**config.mk**
```make
export PLATFORM = sky130hd
export DESIGN_NAME = scarv_soc_memif_arbiter
export DESIGN_NICKNAME = d
export VERILOG_FILES = /design/src/rtl/scarv_soc_pkg.sv /design/src/rtl/scarv_soc_memif_arb_fifo.sv /design/src/rtl/scarv_soc_memif_arbiter.sv
export SDC_FILE = /design/constraint.sdc
export NUM_CORES = 1
export LEC_CHECK = 0
export CORE_AREA = 2 2 113 115
export CTS_BUF_LIST = sky130_fd_sc_hd__clkbuf_2
export CTS_CLUSTER_DIAMETER = 30
export CTS_CLUSTER_SIZE = 8
export DETAILED_ROUTE_END_ITERATION = 8
export DIE_AREA = 0 0 115 117
export PLACE_DENSITY_LB_ADDON = 0.08
export SLEW_MARGIN = 20
export SYNTH_ARGS = -nofsm -noshare
export SYNTH_HDL_FRONTEND = slang
export SYNTH_SLANG_ARGS = --single-unit
```
**constraint.sdc**
```tcl
create_clock -name f_clk -period 3.2 [get_ports f_clk]
set_clock_uncertainty 0.05 [all_clocks]
set_input_delay 0.32 -clock f_clk [delete_from_list [all_inputs] [get_ports f_clk]]
set_output_delay 0.32 -clock f_clk [all_outputs]
set_load 0.005 [all_outputs]
```
**src/rtl/scarv_soc_pkg.sv**
```systemverilog
// rtl/scarv_soc_pkg.sv - shared SoC memory-interface widths and payload types
package scarv_soc_pkg;

    localparam int SOC_ADDR_W = 32;
    localparam int SOC_DATA_W = 32;
    localparam int SOC_STRB_W = 4;

    typedef struct packed {
        logic                  wen;
        logic [SOC_STRB_W-1:0] strb;
        logic [SOC_ADDR_W-1:0] addr;
        logic [SOC_DATA_W-1:0] wdata;
    } memif_req_t;

    typedef struct packed {
        logic [SOC_DATA_W-1:0] rdata;
        logic                  error;
    } memif_rsp_t;

endpackage

```
**src/rtl/scarv_soc_memif_arb_fifo.sv**
```systemverilog
// rtl/scarv_soc_memif_arb_fifo.sv - in-order FIFO of requester IDs for response routing
module scarv_soc_memif_arb_fifo
    import scarv_soc_pkg::*;
#(
    parameter int DEPTH = 4,
    parameter int W     = 1
) (
    input  logic                   f_clk,
    input  logic                   g_reset,
    input  logic                   push_i,
    input  logic [W-1:0]           push_id_i,
    input  logic                   pop_i,
    output logic                   full_o,
    output logic                   empty_o,
    output logic [W-1:0]           head_o,
    output logic [$clog2(DEPTH):0] count_o
);

    localparam int PW = $clog2(DEPTH);
    localparam logic [PW:0] FULL_CNT = (PW+1)'(DEPTH);

    logic [W-1:0]  mem_q [DEPTH];
    logic [PW-1:0] wr_ptr_q, wr_ptr_d;
    logic [PW-1:0] rd_ptr_q, rd_ptr_d;
    logic [PW:0]   count_q, count_d;
    logic          do_push, do_pop;

    assign full_o  = (count_q == FULL_CNT);
    assign empty_o = (count_q == '0);
    assign head_o  = mem_q[rd_ptr_q];
    assign count_o = count_q;

    assign do_push = push_i & ~full_o;
    assign do_pop  = pop_i & ~empty_o;

    // Pointer and occupancy next state; pointers wrap naturally at DEPTH.
    always_comb begin
        wr_ptr_d = wr_ptr_q;
        rd_ptr_d = rd_ptr_q;
        count_d  = count_q;
        if (do_push) begin
            wr_ptr_d = wr_ptr_q + 1'b1;
        end
        if (do_pop) begin
            rd_ptr_d = rd_ptr_q + 1'b1;
        end
        case ({do_push, do_pop})
            2'b10:   count_d = count_q + 1'b1;
            2'b01:   count_d = count_q - 1'b1;
            default: count_d = count_q;
        endcase
    end

    // Pointer and occupancy registers.
    always_ff @(posedge f_clk) begin
        if (g_reset) begin
            wr_ptr_q <= '0;
            rd_ptr_q <= '0;
            count_q  <= '0;
        end else begin
            wr_ptr_q <= wr_ptr_d;
            rd_ptr_q <= rd_ptr_d;
            count_q  <= count_d;
        end
    end

    // ID storage; contents are only observed while non-empty so no reset needed.
    always_ff @(posedge f_clk) begin
        if (do_push) begin
            mem_q[wr_ptr_q] <= push_id_i;
        end
    end

endmodule

```
**src/rtl/scarv_soc_memif_arbiter.sv**
```systemverilog
// rtl/scarv_soc_memif_arbiter.sv - round-robin sharing of one SoC memory port between NREQ masters
module scarv_soc_memif_arbiter
    import scarv_soc_pkg::*;
#(
    parameter int NREQ     = 2,
    parameter int OUTSTAND = 4
) (
    input  logic                       f_clk,
    input  logic                       g_reset,
    input  logic [NREQ-1:0]            s_req,
    output logic [NREQ-1:0]            s_gnt,
    input  logic [NREQ-1:0]            s_wen,
    input  logic [SOC_STRB_W*NREQ-1:0] s_strb,
    input  logic [SOC_ADDR_W*NREQ-1:0] s_addr,
    input  logic [SOC_DATA_W*NREQ-1:0] s_wdata,
    output logic [NREQ-1:0]            s_recv,
    input  logic [NREQ-1:0]            s_ack,
    output logic [SOC_DATA_W-1:0]      s_rdata,
    output logic                       s_error,
    output logic                       m_req,
    input  logic                       m_gnt,
    output logic                       m_wen,
    output logic [SOC_STRB_W-1:0]      m_strb,
    output logic [SOC_ADDR_W-1:0]      m_addr,
    output logic [SOC_DATA_W-1:0]      m_wdata,
    input  logic                       m_recv,
    output logic                       m_ack,
    input  logic [SOC_DATA_W-1:0]      m_rdata,
    input  logic                       m_error,
    output logic                       err_orphan
);

    localparam int IDW = $clog2(NREQ);
    localparam int CW  = $clog2(OUTSTAND) + 1;
    localparam logic [CW-1:0] FULL_CNT = CW'(OUTSTAND);

    memif_req_t     req_arr [NREQ];
    memif_req_t     sel_req;
    memif_rsp_t     rsp;

    logic [IDW-1:0] rr_ptr_q, rr_ptr_d;
    logic           lock_q, lock_d;
    logic [IDW-1:0] lock_id_q, lock_id_d;
    logic           err_orphan_q, err_orphan_d;

    logic [IDW-1:0] rr_sel, cand, sel;
    logic           rr_found;
    logic           active, accept;

    logic           fifo_full, fifo_empty, fifo_pop;
    logic [IDW-1:0] fifo_head;
    logic [CW-1:0]  fifo_count;

    for (genvar i = 0; i < NREQ; i++) begin : g_unpack
        assign req_arr[i] = '{
            wen:   s_wen[i],
            strb:  s_strb[SOC_STRB_W*i +: SOC_STRB_W],
            addr:  s_addr[SOC_ADDR_W*i +: SOC_ADDR_W],
            wdata: s_wdata[SOC_DATA_W*i +: SOC_DATA_W]
        };
    end

    // Handshake outputs are forced low while reset is held, even mid-burst.
    assign active = ~g_reset;

    // First requester at or above rr_ptr, wrapping modulo NREQ.
    always_comb begin
        rr_sel   = rr_ptr_q;
        rr_found = 1'b0;
        cand     = '0;
        for (int k = 0; k < NREQ; k++) begin
            cand = IDW'((int'(rr_ptr_q) + k) % NREQ);
            if (!rr_found && s_req[cand]) begin
                rr_found = 1'b1;
                rr_sel   = cand;
            end
        end
    end

    // A stalled downstream request keeps its requester until accepted.
    assign sel     = lock_q ? lock_id_q : rr_sel;
    assign sel_req = req_arr[sel];

    assign m_req   = active & (|s_req) & ~fifo_full;
    assign m_wen   = sel_req.wen;
    assign m_strb  = sel_req.strb;
    assign m_addr  = sel_req.addr;
    assign m_wdata = sel_req.wdata;
    assign accept  = m_req & m_gnt;
    assign s_gnt   = accept ? (NREQ'(1) << sel) : '0;

    // Responses go to whoever was accepted earliest and is still unanswered.
    assign rsp      = '{rdata: m_rdata, error: m_error};
    assign s_rdata  = rsp.rdata;
    assign s_error  = rsp.error;
    assign s_recv   = (active & m_recv & ~fifo_empty) ? (NREQ'(1) << fifo_head) : '0;
    assign m_ack    = active & ~fifo_empty & s_ack[fifo_head];
    assign fifo_pop = m_recv & m_ack;

    assign err_orphan = err_orphan_q;

    // Round-robin pointer, lock and orphan-flag next state.
    always_comb begin
        rr_ptr_d     = rr_ptr_q;
        lock_d       = lock_q;
        lock_id_d    = lock_id_q;
        err_orphan_d = err_orphan_q | (m_recv & fifo_empty);
        if (accept) begin
            lock_d   = 1'b0;
            rr_ptr_d = IDW'((int'(sel) + 1) % NREQ);
        end else if (m_req && (fifo_count != FULL_CNT)) begin
            lock_d    = 1'b1;
            lock_id_d = sel;
        end
    end

    // Arbitration state registers.
    always_ff @(posedge f_clk) begin
        if (g_reset) begin
            rr_ptr_q     <= '0;
            lock_q       <= 1'b0;
            lock_id_q    <= '0;
            err_orphan_q <= 1'b0;
        end else begin
            rr_ptr_q     <= rr_ptr_d;
            lock_q       <= lock_d;
            lock_id_q    <= lock_id_d;
            err_orphan_q <= err_orphan_d;
        end
    end

    scarv_soc_memif_arb_fifo #(
        .DEPTH (OUTSTAND),
        .W     (IDW)
    ) u_id_fifo (
        .f_clk     (f_clk),
        .g_reset   (g_reset),
        .push_i    (accept),
        .push_id_i (sel),
        .pop_i     (fifo_pop),
        .full_o    (fifo_full),
        .empty_o   (fifo_empty),
        .head_o    (fifo_head),
        .count_o   (fifo_count)
    );

endmodule

```
# Word level (Yosys, flattened, before mapping)
# Memory sizes are Yosys's and may differ from the RTL's. A register that Yosys moved wholly into a read port is not among the register bits.
# Cells that the tools add are included.
dict set report word_totals {
  wordCells 68
  mem_count 1
  mem_bits_rw 4
  in_bits 179
  ff_bits 11
  out_inout_bits 109
}
dict set report classes {
  eq_ne 4
  order_cmp 4
  mux 19
  add_sub_neg 6
  bitwise_logic 17
  shift 2
  n_reduce_logical 8
}
# memory depth width rd rd_clocked_by_memory_dff write_ports line_no
set mem_list {}
lappend mem_list {u_id_fifo.mem_q 4 1 1 1 1 scarv_soc_memif_arb_fifo.sv:22} ;# logic [W-1:0] mem_q [DEPTH];
# cell n
set ops {}
lappend ops {{$mux 69} 3}
lappend ops {{$and 1x1->1} 11}
lappend ops {{$mux 1} 11}
lappend ops {{$mux 2} 4}
lappend ops {{$lt 1x2->1 const B} 3}
lappend ops {{$pmux 3 s2} 1}
lappend ops {{$add 2x1->2 const B} 2}
lappend ops {{$not 1->1} 4}
lappend ops {{$reduce_or 2->1} 2}
lappend ops {{$shl 1x1->2 const A} 2}
lappend ops {{$add 3x1->3 const B} 1}
lappend ops {{$eq 3x3->1 const B} 1}
lappend ops {{$logic_not 3->1} 1}
lappend ops {{$ne 3x3->1 const B} 1}
lappend ops {{$sub 3x1->3 const B} 1}
lappend ops {{$add 1x1->1 const B} 2}
lappend ops {{$eq 2x1->1 const B} 1}
lappend ops {{$eq 2x2->1 const B} 1}
lappend ops {{$ge 2x2->1 const B} 1}
lappend ops {{$logic_and 1x1->1} 2}
lappend ops {{$not 1->2} 1}
lappend ops {{$reduce_and 2->1} 1}
lappend ops {{$reduce_bool 2->1} 1}
lappend ops {{$logic_not 1->1} 1}
lappend ops {{$or 1x1->1} 1}

# Longest topological paths before layout
dict set report depth {
  word_depth 11
  depth_mapped 9
  depth_no_buf 9
}

# Hierarchy
# From an unflattened synthesis, not the netlist that was laid out.
dict set report hier_totals {
  hier_cells 202
  hier_area_um2 2288.4
}
# mod n_inst area_each_um2 seq_area_each_um2 cells_each
set modules_own_cells {}
lappend modules_own_cells {scarv_soc_memif_arbiter 1 1670.4 80.1 143}
lappend modules_own_cells {scarv_soc_memif_arb_fifo 1 618.1 300.3 59}

# Least setup slack after synthesis
# No wires, ideal clock.
dict set report synth_path {
  path_type {register -> register}
  from {reg with a tool-made name}
  to {reg u_id_fifo.count_q[2] (netlist: u_id_fifo.count_o[2])}
  slack_ns 0.792
  path_stages_with_launch 10
  arrival_time_ns 2.287
  setup_ns 0.071
  n_path_buf 0
  synth_period_minus_slack_ns 2.408
  t_required_ns 3.079
  cell_sequence {dfxtp_1 -> mux4_2 -> mux2i_2 -> nor2_1 -> ha_1 -> inv_1 -> fa_1 -> xor2_1 -> or3_1 -> a21oi_1}
}
# item line_no
set synth_lines {}
lappend synth_lines {{end signal: assignment} scarv_soc_memif_arb_fifo.sv:63} ;# count_q <= count_d;
lappend synth_lines {{end: declaration} scarv_soc_memif_arb_fifo.sv:25} ;# logic [PW:0] count_q, count_d;

# Worst setup path after layout
dict set report layout_path {
  from {in s_req[1]}
  to {out m_addr[4]}
}
dict set report layout_between {
  elab_chain_cells 11
  elab_cells_between_ends 13
  cone_classes {mux: 10; bitwise: 1; reduce/logical: 2}
}
# item line_no
set layout_lines {}
lappend layout_lines {{start: declaration} scarv_soc_memif_arbiter.sv:10} ;# input logic [NREQ-1:0] s_req,
lappend layout_lines {{$mux 1 (implied by the code) (2 in a row)} scarv_soc_memif_arbiter.sv:73} ;# if (!rr_found && s_req[cand]) begin
lappend layout_lines {{$mux 1} scarv_soc_memif_arbiter.sv:73}
lappend layout_lines {{$logic_not 1->1} scarv_soc_memif_arbiter.sv:73}
lappend layout_lines {{$logic_and 1x1->1 (*)} scarv_soc_memif_arbiter.sv:73}
lappend layout_lines {{$mux 1 (*)} scarv_soc_memif_arbiter.sv:73}
lappend layout_lines {{$mux 1 (*)} scarv_soc_memif_arbiter.sv:81} ;# assign sel = lock_q ? lock_id_q : rr_sel;
lappend layout_lines {{$not 1->2 (implied by the code) (*)} scarv_soc_memif_arbiter.sv:82} ;# assign sel_req = req_arr[sel];
lappend layout_lines {{$mux 69 (implied by the code) (*) (3 in a row)} scarv_soc_memif_arbiter.sv:82}
lappend layout_lines {{end: declaration} scarv_soc_memif_arbiter.sv:24} ;# output logic [SOC_ADDR_W-1:0] m_addr,
# Mark *: on every way between the ends. The rest lies on a longest branch, timed or not. The select of a mux whose other input is x is not followed.

==> run_results.csv <==
group,metric,value,unit
power,leakage,0.001836,uW
global_route,antenna_found_initial,0,
status,outcome,"completed",
yosys,synth_nets,380,
cts,cts_hold_buf,0,
drt,vias_per_cell,3.962,
cells_and_area,fillers,1232,
global_route,grt_pass1_vias,2079,
global_route,grt_use_total,13.22,%
yosys,netlist_instances,195,
yosys,synth_top_area_share,44.64,%
drt,postRouteAntennaNets,0,
drt,drc,0,
sta,setup-violations-final,0,
min_path,min_path_type,"register to register",
sta,fin_crit,2.759,ns
placement,io_buffers,221,
global_route,grt_max_degree,26,
global_route,grt_pass1_wl,13210,um
yosys,yosys.area.top_type,"mux2_4",
cells_and_area,antenna_cells,0,
job,cap_violations,0,
yosys,synth_seq_area_share,16.88,%
sta,finalMaxSlewViolations,0,
cells_and_area,drive_gt1_share,21.67,%
cts,cts_tree,"built",
yosys,postSynthAreaPerCell,11.56,um2
placement,gp_congestion,0.7694,
sta,period_share,86.21,%
placement,place_ws,0.4428,ns
die,io-pin-count,288,
die,coreArea,12310,um2
drt,num_vias,2112,
placement,dpl.hpwl,8313,um
yosys,ys_async_sr_fraction,0,%
sta,fin_setup_tns,0,ns
cts,cts_made_buffers,3,
yosys,ys_ff_latch,17,
min_path,hold_start,"err_orphan",
cells_and_area,fin_area,4358,um2
critical_path,r2r_end,"u_id_fifo.count_o[2]",
critical_path,r2r_slack,0.64,ns
cts,clk_pin_slew,0.18,ns
cts,cts_root_buf,"clkbuf_2",
yosys,netlist_area,2253,um2
sta,tightest_slew,0.4237,ns
critical_path,worstSetupEndpointType,"primary output",
min_path,holdPathEnd,"err_orphan",
die,initial_core_util,18.30,%
cells_and_area,syn2layout_area_growth,93.39,%
critical_path,worst-endpoint-arrival,2.39,ns
yosys,yosysWarnings,0,
cells_and_area,nNetsFinal,569,
drt,finalWirelength,9464,um
critical_path,worstSetupStartpointType,"input pin",
die,std_cell_rows,41,
power,ir_drop,139.8,uV
critical_path,path_class,"input pin to primary output",
min_path,whs_path_depth,2,
drt,first_pass_iters,4,
yosys,synth_flop_cell,"dfxtp_1",
global_route,grt_overflow,0,
yosys,synthTopCellsByArea,"mux2_4 (45%), dfxtp_1 (12%), buf_4 (11%), buf_12 (5.3%), edfxtp_1 (5.3%)",
placement,dpl_cell_area,4338,um2
power,pwr_density_cell,231.0,nW/um2
sta,relSlewSlack,71.69,%
die,die_x,115,um
critical_path,cp.required,2.83,ns
yosys,synth_edf_count,4,
drt,post_drt_wl_per_cell,17.76,um
cts,clk_latency,0.30,ns
cts,htreeDepth,1,
critical_path,r2r_cells,9,
cts,ctsResizeCount,0,
power,finalPower,1007,uW
cts,postCtsSetupBuffers,0,
sta,worst_slack,0.4413,ns
sta,rsz0062_at_grt,"no",
die,die_area,13460,um2
cts,clkSinkCount,17,
die,die_h,117,um
cts,cts_buffer_depth,2,
drt,dr.first_iter.drc_count,45,
yosys,ys_types,37,
critical_path,cp_max_fo,24,
sta,hold_viol_final,0,
sta,fmax,0.3625,GHz
## placed cells by master, fill, tap and decap left out, drive strengths merged, types with 2 or more instances in the layout
master	Yosys	final
or3	2	2
clkdlybuf4s50	0	221
mux2i	2	2
and2	4	4
mux2	69	69
xor2	2	2
clkbuf	1	3
nor3b	2	2
o21ai	2	2
edfxtp	4	4
nor2	12	12
dfxtp	13	13
a21oi	6	6
nor3	4	4
buf	41	5
ha	5	5
inv	12	12
## layer usage
metal / GRT usage, % / vias up / routed length (um) / share of wire [%]
li1: - / 1021 / - / -
met1: 16.00 / 962 / 3819 / 40
met2: 22.55 / 125 / 4533 / 48
met3: 5.252 / 4 / 1062 / 11
met4: 2.249 / 0 / 48 / 0.51
met5: 0 / - / 0 / 0
## layout make-up
class                      instances  area [um2]  share of cell area, %
multi-input combinational        124        1438                  32.99
tap                              150       187.7                  4.307
inverter                          12       45.04                  1.034
sequential                        17       380.4                  8.728
clock inverter                     1       5.005                 0.1148
timing repair buffer             226        2287                  52.48
clock buffer                       3       15.01                 0.3445
## how the worst max path moves through the flow
stage / startpoint / to / depth (start not counted)
3_3_place_gp: s_req[1] / m_wdata[2] / 7
4_1_cts: s_req[1] / m_wdata[28] / 7
5_1_grt: s_req[1] / m_addr[4] / 7
6_report: s_req[1] / m_addr[4] / 7
2_1_floorplan: register / u_id_fifo.count_o[2] / 9
3_5_place_dp: g_reset / u_id_fifo.count_o[2] / 10
## power by group
group,internal [uW],switching [uW]
sequential,230,7.37
clock,28.3,68.8
combinational,486,186
total,745,262
## cell usage after synthesis, types with 2 or more instances
cell	instances
mux2_4	67
buf_4	33
dfxtp_1	13
inv_1	12
nor2_1	12
a21oi_1	6
buf_12	6
ha_1	5
and2_1	4
edfxtp_1	4
nor3_1	4
mux2_2	2
or3_1	2
xor2_1	2
## per-stage QoR
step           instances  hold slack [ns]  util, %
2_1_floorplan        195           0.3493        -
3_3_place_gp         529           0.4009    35.23
3_5_place_dp         529           0.4092    35.23
4_1_cts              533           0.4401    35.40
5_1_grt              533           0.4848    35.40
6_report             533           0.4494    35.40
## worst max-delay path, cell delays in order
cell and delay (ns):
clkdlybuf4s50_1 0.47, inv_1 0.05, maj3_2 0.31, o21a_4 0.25, buf_12 0.18, mux2_4 0.31, clkdlybuf4s50_1 0.47
## logic make-up (layout without fill, tap and decap cells)
logic type	after synthesis	in the layout	share of synthesized area, %
mux	72	72	47.70
simple gates	28	28	6.552
flops	17	17	16.88
buf+inv	54	242	19.66
compound gates	14	14	3.887
fa+ha+maj	7	7	4.164
xor+xnor	3	3	1.166
Note: power is estimated with default switching activity, not from simulation.
